--- config.mk ---
export PLATFORM = sky130hd
export DESIGN_NAME = alu_seq_ctrl
export DESIGN_NICKNAME = d
export VERILOG_FILES = /design/src/rtl/alu_seq_pkg.sv /design/src/rtl/alu_seq_rf.sv /design/src/rtl/alu_seq_ctrl.sv
export SDC_FILE = /design/constraint.sdc
export NUM_CORES = 1
export LEC_CHECK = 0
export CAP_MARGIN = 20
export CORE_ASPECT_RATIO = 0.75
export CORE_UTILIZATION = 31
export CTS_BUF_LIST = sky130_fd_sc_hd__clkbuf_8
export DETAILED_ROUTE_END_ITERATION = 7
export MAX_ROUTING_LAYER = met4
export PLACE_DENSITY = 0.52
export SLEW_MARGIN = 0
export SYNTH_ARGS = -nofsm -noshare
export SYNTH_HDL_FRONTEND = slang
export SYNTH_SLANG_ARGS = --single-unit
--- constraint.sdc ---
create_clock -name clk -period 1.46 [get_ports clk]
set_input_delay 0.292 -clock clk [delete_from_list [all_inputs] [get_ports clk]]
set_output_delay 0.292 -clock clk [all_outputs]
set_load 0.03 [all_outputs]
--- src/rtl/alu_seq_pkg.sv ---
// Shared types and helpers for the ALU sequencer: opcode and FSM encodings,
// instruction field positions and opcode legality decode.
package alu_seq_pkg;

  localparam int OP_W  = 4;
  localparam int SEL_W = 3;

  // Field positions inside instr, in units of AW counted from the LSB.
  // instr = {op, rd, rs1, rs2}; the op field is OP_W bits wide.
  localparam int RS2_FIELD = 0;
  localparam int RS1_FIELD = 1;
  localparam int RD_FIELD  = 2;
  localparam int OP_FIELD  = 3;

  typedef enum logic [OP_W-1:0] {
    ALU_OP0 = 4'b0000,
    ALU_OP1 = 4'b0001,
    ALU_OP2 = 4'b0010,
    ALU_OP3 = 4'b0011,
    ALU_OP4 = 4'b0100,
    LOADI   = 4'b1000
  } op_e;

  typedef enum logic [1:0] {
    IDLE = 2'd0,
    READ = 2'd1,
    EXEC = 2'd2,
    WB   = 2'd3
  } state_e;

  // ALU opcodes use op[3]=0 and selects 000..100 only.
  function automatic logic is_alu_op(input logic [OP_W-1:0] op);
    return !op[3] && (op[SEL_W-1:0] <= 3'd4);
  endfunction

  function automatic logic is_legal(input logic [OP_W-1:0] op);
    return is_alu_op(op) || (op == LOADI);
  endfunction

endpackage

--- src/rtl/alu_seq_rf.sv ---
// NREG x DW register file: one synchronous write port, three asynchronous
// read ports (two operands plus a debug peek), asynchronously cleared.
module alu_seq_rf
  import alu_seq_pkg::*;
#(
  parameter int DW   = 4,
  parameter int NREG = 4,
  parameter int AW   = $clog2(NREG)
) (
  input  logic          clk,
  input  logic          rst_n,
  input  logic          we,
  input  logic [AW-1:0] waddr,
  input  logic [DW-1:0] wdata,
  input  logic [AW-1:0] raddr1,
  output logic [DW-1:0] rdata1,
  input  logic [AW-1:0] raddr2,
  output logic [DW-1:0] rdata2,
  input  logic [AW-1:0] raddr3,
  output logic [DW-1:0] rdata3
);

  logic [DW-1:0] mem_q [NREG];

  // Storage update: clear every entry on reset, otherwise single-port write.
  // NOTE: this array is reset on purpose -- a reset mid-instruction must leave
  // every register at zero, so it cannot map to an un-resettable RAM macro.
  always_ff @(posedge clk or negedge rst_n) begin
    if (!rst_n) begin
      for (int i = 0; i < NREG; i++) mem_q[i] <= '0;
    end else if (we) begin
      mem_q[waddr] <= wdata;
    end
  end

  assign rdata1 = mem_q[raddr1];
  assign rdata2 = mem_q[raddr2];
  assign rdata3 = mem_q[raddr3];

endmodule

--- src/rtl/alu_seq_ctrl.sv ---
// ALU sequencer: accepts one instruction at a time, reads operands from the
// register file, drives the external combinational ALU, writes the result
// back once and returns it over a valid/ready handshake.
// Optional build macro ALU_SEQ_CTRL_ZFLAG_EN adds the res_zero output.
module alu_seq_ctrl
  import alu_seq_pkg::*;
#(
  parameter  int DW   = 4,
  parameter  int NREG = 4,
  localparam int AW   = $clog2(NREG),
  localparam int IW   = OP_W + 3 * AW
) (
  input  logic          clk,
  input  logic          rst_n,
  input  logic          instr_valid,
  output logic          instr_ready,
  input  logic [IW-1:0] instr,
  output logic [DW-1:0] alu_in1,
  output logic [DW-1:0] alu_in2,
  output logic [2:0]    alu_sel,
  input  logic [DW-1:0] alu_out,
  output logic          res_valid,
  input  logic          res_ready,
  output logic [DW-1:0] res_data,
  output logic          res_err,
`ifdef ALU_SEQ_CTRL_ZFLAG_EN
  output logic          res_zero,
`endif
  input  logic [AW-1:0] dbg_addr,
  output logic [DW-1:0] dbg_data
);

  state_e        state_q, state_d;
  logic [IW-1:0] ir_q, ir_d;
  logic [DW-1:0] alu_in1_q, alu_in1_d;
  logic [DW-1:0] alu_in2_q, alu_in2_d;
  logic [2:0]    alu_sel_q, alu_sel_d;
  logic [DW-1:0] result_q, result_d;
  logic          res_valid_q, res_valid_d;
  logic [DW-1:0] res_data_q, res_data_d;
  logic          res_err_q, res_err_d;
`ifdef ALU_SEQ_CTRL_ZFLAG_EN
  logic          res_zero_q, res_zero_d;
`endif

  logic [OP_W-1:0] op;
  logic [AW-1:0]   rd, rs1, rs2;
  logic [2*AW-1:0] imm;
  logic [DW-1:0]   rs1_data, rs2_data;
  logic            rf_we;

  // Field decode always works on the latched instruction, never on instr.
  assign op  = ir_q[OP_FIELD*AW +: OP_W];
  assign rd  = ir_q[RD_FIELD*AW +: AW];
  assign rs1 = ir_q[RS1_FIELD*AW +: AW];
  assign rs2 = ir_q[RS2_FIELD*AW +: AW];
  assign imm = {rs1, rs2};

  alu_seq_rf #(.DW(DW), .NREG(NREG), .AW(AW)) u_rf (
    .clk    (clk),
    .rst_n  (rst_n),
    .we     (rf_we),
    .waddr  (rd),
    .wdata  (result_q),
    .raddr1 (rs1),
    .rdata1 (rs1_data),
    .raddr2 (rs2),
    .rdata2 (rs2_data),
    .raddr3 (dbg_addr),
    .rdata3 (dbg_data)
  );

  // Next-state and datapath decode for the four-phase instruction sequence.
  // NOTE: every target gets its hold value first, so no path leaves a
  // variable unassigned and no latch is inferred.
  always_comb begin
    state_d     = state_q;
    ir_d        = ir_q;
    alu_in1_d   = alu_in1_q;
    alu_in2_d   = alu_in2_q;
    alu_sel_d   = alu_sel_q;
    result_d    = result_q;
    res_valid_d = res_valid_q;
    res_data_d  = res_data_q;
    res_err_d   = res_err_q;
`ifdef ALU_SEQ_CTRL_ZFLAG_EN
    res_zero_d  = res_zero_q;
`endif
    rf_we       = 1'b0;

    unique case (state_q)
      IDLE: begin
        if (instr_valid) begin
          ir_d    = instr;
          state_d = READ;
        end
      end
      READ: begin
        // LOADI and illegal codes leave the ALU drive untouched.
        if (is_alu_op(op)) begin
          alu_in1_d = rs1_data;
          alu_in2_d = rs2_data;
          alu_sel_d = op[SEL_W-1:0];
        end
        state_d = EXEC;
      end
      EXEC: begin
        if (is_alu_op(op))   result_d = alu_out;
        else if (op == LOADI) result_d = DW'(imm);
        else                  result_d = '0;
        state_d = WB;
      end
      WB: begin
        // First WB cycle (res_valid still low) performs the single write.
        if (!res_valid_q) begin
          rf_we       = is_legal(op);
          res_valid_d = 1'b1;
          res_data_d  = result_q;
          res_err_d   = !is_legal(op);
`ifdef ALU_SEQ_CTRL_ZFLAG_EN
          res_zero_d  = (result_q == '0) && is_legal(op);
`endif
        end else if (res_ready) begin
          res_valid_d = 1'b0;
          state_d     = IDLE;
        end
      end
      default: state_d = IDLE;
    endcase
  end

  // FSM state and all registered outputs.
  // NOTE: non-blocking assignments here so every flop samples the values
  // from before the edge, independent of statement order.
  always_ff @(posedge clk or negedge rst_n) begin
    if (!rst_n) begin
      state_q     <= IDLE;
      ir_q        <= '0;
      alu_in1_q   <= '0;
      alu_in2_q   <= '0;
      alu_sel_q   <= '0;
      result_q    <= '0;
      res_valid_q <= 1'b0;
      res_data_q  <= '0;
      res_err_q   <= 1'b0;
`ifdef ALU_SEQ_CTRL_ZFLAG_EN
      res_zero_q  <= 1'b0;
`endif
    end else begin
      state_q     <= state_d;
      ir_q        <= ir_d;
      alu_in1_q   <= alu_in1_d;
      alu_in2_q   <= alu_in2_d;
      alu_sel_q   <= alu_sel_d;
      result_q    <= result_d;
      res_valid_q <= res_valid_d;
      res_data_q  <= res_data_d;
      res_err_q   <= res_err_d;
`ifdef ALU_SEQ_CTRL_ZFLAG_EN
      res_zero_q  <= res_zero_d;
`endif
    end
  end

  assign instr_ready = (state_q == IDLE);
  assign alu_in1     = alu_in1_q;
  assign alu_in2     = alu_in2_q;
  assign alu_sel     = alu_sel_q;
  assign res_valid   = res_valid_q;
  assign res_data    = res_data_q;
  assign res_err     = res_err_q;
`ifdef ALU_SEQ_CTRL_ZFLAG_EN
  assign res_zero    = res_zero_q;
`endif

endmodule

# After elaboration in Yosys (flattened, before gate mapping)
# Cells that the tools add are included.
[word_totals]
regBits = 49
in_bits = 20
out_inout_bits = 22
word_cells = 63
[op_classes]
muxes = 22
reduce_logical = 10
n_lt_le_gt_ge = 6
eq_ne = 7
bitwise = 5
[op_table]
columns = ["operator", "n"]
rows = [
  ["$mux W4", 9],
  ["$bmux W4 S2", 3],
  ["$bwmux W16", 1],
  ["$ge A3 B3 Y1 const B", 4],
  ["$not A2 Y3", 4],
  ["$demux W4 S2", 1],
  ["$pmux W2 S4", 1],
  ["$mux W2", 3],
  ["$ne A2 B2 Y1 const B", 3],
  ["$reduce_and A2 Y1", 3],
  ["$eq A2 B2 Y1 const B", 2],
  ["$eq A4 B4 Y1 const B", 1],
  ["$mux W1", 4],
  ["$le A3 B3 Y1 const B", 1],
  ["$lt A3 B1 Y1 const B", 1],
  ["$reduce_and A3 Y1", 1],
  ["$eq A2 B1 Y1 const B", 1],
  ["$logic_and A1 B1 Y1", 2],
  ["$logic_not A1 Y1", 2],
  ["$logic_not A2 Y1", 1],
  ["$logic_or A1 B1 Y1", 1],
  ["$not A1 Y1", 1],
]

# Depth between registers and ports, before layout
[depth]
ltp_word = 6
depth_mapped = 5
depth_no_buf = 5

# By module
# Synthesis repeated with hierarchy kept, for this count alone.
[unflattened]
cells_unflattened = 142
area_unflattened_um2 = 2319.7
[modules_own_cells]
columns = ["module", "area_each_um2", "n_inst", "seq_area_each_um2", "cells_per_inst"]
rows = [
  ["alu_seq_ctrl", 1418.9, 1, 825.8, 94],
  ["alu_seq_rf", 900.9, 1, 400.4, 48],
]

# Least setup slack after synthesis
# No wires, ideal clock.
[synth_timing]
path_kind = "flip-flop to flip-flop"
start = "register state_q[0]"
end = "register state_q[1]"
required_time_ns = 1.335
n_path_buf = 0
setup_slack_ns = -0.124
period_less_slack_ns = 1.584
arrival_time_ns = 1.459
setup_ns = 0.125
stages_incl_launch_ff = 6
cell_sequence = "dfrtp_1 > inv_1 > ha_1 > nor2b_1 > a21oi_1 > mux2_2"
[synth_between]
elab_chain_len = 3
elab_cells_between_ends = 9
classes_between = "6 x eq/ne; 1 x mux; 2 x reduce/logical"
[synth_rtl]
columns = ["element", "line_no", "rtl"]
rows = [
  ["start, declared", "alu_seq_ctrl.sv:33", "state_e state_q, state_d;"],
  ["start signal, assigned", "alu_seq_ctrl.sv:150", "state_q <= state_d;"],
  ["$logic_not A2 Y1 (*)", "--", ""],
  ["named net instr_ready", "alu_seq_ctrl.sv:16", "output logic instr_ready,"],
  ["$ne A2 B2 Y1 (no source line)", "--", ""],
  ["$reduce_and A3 Y1 (no source line)", "--", ""],
]
# The timed path passes the listed nets; every way through them passes the cells marked *.
# A chain may end at the register's enable or synchronous reset.

# Worst setup path after layout
[layout_timing]
start = "register u_rf.mem_q[9] in the netlist's numbering"
end = "output dbg_data[1]"
[layout_between]
elab_chain_len = 3
[layout_rtl]
columns = ["element", "line_no", "rtl"]
rows = [
  ["start, declared", "alu_seq_rf.sv:23", "logic [DW-1:0] mem_q [NREG];"],
  ["start signal, assigned by index", "alu_seq_rf.sv:32", "mem_q[waddr] <= wdata;"],
  ["$bmux W4 S2", "alu_seq_rf.sv:38", "assign rdata3 = mem_q[raddr3];"],
  ["$mux W4 (implied by the code) (2 in a row)", "alu_seq_rf.sv:38", ""],
  ["end, declared", "alu_seq_ctrl.sv:30", "output logic [DW-1:0] dbg_data"],
]
# Every way passes these cells. The select of a mux whose other input is x is not followed.

==> metrics <==
status=complete, but fails checks; failing checks=negative setup slack; Slowest cell on crit path=mux4_2; first-pass GRT wire length=around 9300 µm; leakage power=0.001528 µW; CP required=1.17 ns; Synth area leader=dfrtp_1; critical path class=reg2out; Die Area=7716 µm²; Final Cell Area=about 3400 µm²; post-synthesis sequential area ratio=between 50% and 60%; Synthesis Warnings=0; cell area after synthesis=2283 µm²; Area growth syn-to-layout=50.30%; detailed-route wire length=5632 µm; worst-path fanout max=4; Storage cell area=1230 µm²; DRC Markers=0; Syn Inst Count=158; worst hold path class=reg2reg; Slew HR=78.02%; vias per cell=4.741; maximum clock path buffer count=2; average routed wire per standard cell=16.42 µm; count of cell types in the netlist=21; commonest non-fill, non-tap cell in the layout=dfrtp_1; Hold Crit Depth=2; vias in the first global route=about 1,800; Top delay family on crit path=multiplexers; Congestion Overflow GR=0; area of the multi-input gates=between 1000 and 1500 µm²; Final HPWL DP=4137 µm; drt pass-1 iters=4; CP startpoint kind=flop; Max Freq=613.3 MHz; clk_skew=~0.0048 ns; ranking of synthesized cells by area=dfrtp_1, mux2_2, mux4_2; post-route core utilization=between 40% and 50%; post-route setup slack=-0.1706 ns; Initial Util=about a third; DRT iter0 DRCs=40; Cell Chain, Critical Path=mux4_2 > buf_6; post-synth top area share=53.70%; Global Route Usage Sum=16.58%; clk_lat worst skew=roughly 0.30 ns; Slew @ Worst Pin=~0.33 ns; CTS buffer count=5; largest net degree at the start of global routing=26; Critical Path AT=around 1.3 ns; die span in x=101.1 µm; critical path capture point type=output pin; part of the cycle the worst path needs=111.7%; crit path buf inv count=1; Top Ports=42; Synthesized Nets=183; clock root cell=clkbuf_8; setup_tns=-1.905 ns; Final nets=269; Synth Register Bits=49; share of layout cells above drive strength 1=53.06%; Crit. path cell count=2; final hold slack=between 0.4 and 0.5 ns; final slew viol count=0; I/O Buffers=41; peak supply drop=0.9310 mV; H-tree depth=2; core area=6962 µm²; via count=1,626; Final GP Congestion=0.8118; FF-to-FF path depth=4; # fillers=644; RSZ-0062 raised after global routing=yes; Final Critical Period=1.631 ns; Final Hold Vio Count=0; Routed Antenna Nets=0; number of clock sinks=just under 50; Crit path largest cell delay=0.47 ns; maxcap violations=0; Pwr Total=7971 µW; initial antenna violation count=0; Die Ht=76.33 µm; Placed Area=3089 µm²; ant diodes=0; TritonCTS clock tree=built; Rows=26; power density over cell area=between 2000 and 2500 nW/µm²; final setup violating endpoints=21; Worst-path clk slew=around 0.090 ns; commonest cells after routing, fill and taps aside=dfrtp_1, mux2_2, buf_4, dlygate4sd2_1, clkdlybuf4s50_1; syn_area_per_cell=14.45 µm²
==> power by group <==
group / switching, µW / internal [µW] / total (µW)
Sequential: 676 / 2020 / 2700
Combinational: 1950 / 2330 / 4280
Clock: 443 / 552 / 995
Total: 3070 / 4900 / 7970
==> layer usage <==
layer  vias up  wire length, µm  GRT usage, %  part of all wire [%]
met4         0               46         3.913                  0.82
met2        35             2738         24.83                    49
li1        758                -             -                     -
met3         7              145         3.303                   2.6
met5         -                0             -                     0
met1       826             2701         23.17                    48
==> worst reg2reg max path: cells and delay by family (launching register included) <==
kind	cells	cell delay, ns
adder cells (fa/ha/maj)	1	0.19
multiplexers	1	0.33
flip-flops	1	0.39
AND/OR/NAND/NOR	1	0.29
AO/OA/AOI/OAI	1	0.25
==> kinds of logic after synthesis <==
kind of cell / after synthesis / synth area share, %
compound gates: 16 / 5.260
mux: 52 / 31.51
fa+ha+maj: 5 / 2.740
simple gates: 26 / 4.876
flops: 49 / 53.70
buf+inv: 10 / 1.918
==> per-stage QoR <==
stage	setup slack, ns	std cells
CTS	-0.1889	341
global placement	-0.8517	326
detailed placement	-0.8607	326
global route	-0.2350	343
finish	-0.1706	343
floorplan	-0.02421	158
==> sequential cells by signal (all words and copies together), names as in the netlist <==
| signal | count |
|---|---|
| alu_in2 | 4 |
| res_data | 4 |
| alu_in1 | 4 |
| state_q | 2 |
| res_err | 1 |
| u_rf.mem_q | 16 |
| ir_q | 10 |
| alu_sel | 3 |
| res_valid | 1 |
| result_q | 4 |
==> area by class of cell <==
class / count / share of cell area (%)
inverters: 5 / 0.8750
well taps: 98 / 3.573
repair buffers: 84 / 21.95
flip-flops and latches: 49 / 35.84
multi-input cells: 99 / 34.38
clock inverters: 2 / 0.9843
clock buffers: 6 / 2.406
==> cells in the mapped netlist <==
library cell,instances
dfrtp_1,49
mux2_2,39
nand2_1,15
mux4_2,12
nor2_1,6
a21oi_1,5
ha_1,5
inv_1,5
a32oi_1,4
o2111ai_1,4
buf_2,2
clkbuf_1,2
nor2b_1,2
a211oi_2,1
buf_4,1
mux2i_1,1
nand2b_1,1
nand3_1,1
nor4b_1,1
o21ai_1,1
o31ai_1,1
==> timing repair <==
| action | CTS | global route |
|---|---|---|
| pin swaps | 0 | 3 |
| resized for setup | 64 | 19 |
| hold buffers | 1 | 0 |
| buffers inserted | 6 | 5 |
| endpoints found under the setup margin | 58 | 36 |
| hold endpoints to repair | 42 | 0 |
| gates cloned | 0 | 0 |
==> worst paths after layout <==
| kind | slack (ns) | endpoint | from |
|---|---|---|---|
| min in group asynchronous | 0.52 | u_rf.mem_q[11] | rst_n |
| setup reg to reg | -0.10 | u_rf.mem_q[10] | state_q[1] |
| hold / removal | 0.48 | res_data[1] | res_data[1] |
| max in group asynchronous | 0.66 | ir_q[8] | rst_n |
| hold reg to reg | 0.48 | res_data[1] | res_data[1] |
| setup / recovery | -0.17 | dbg_data[1] | u_rf.mem_q[9] |
Power figures use the tool's default switching activity.
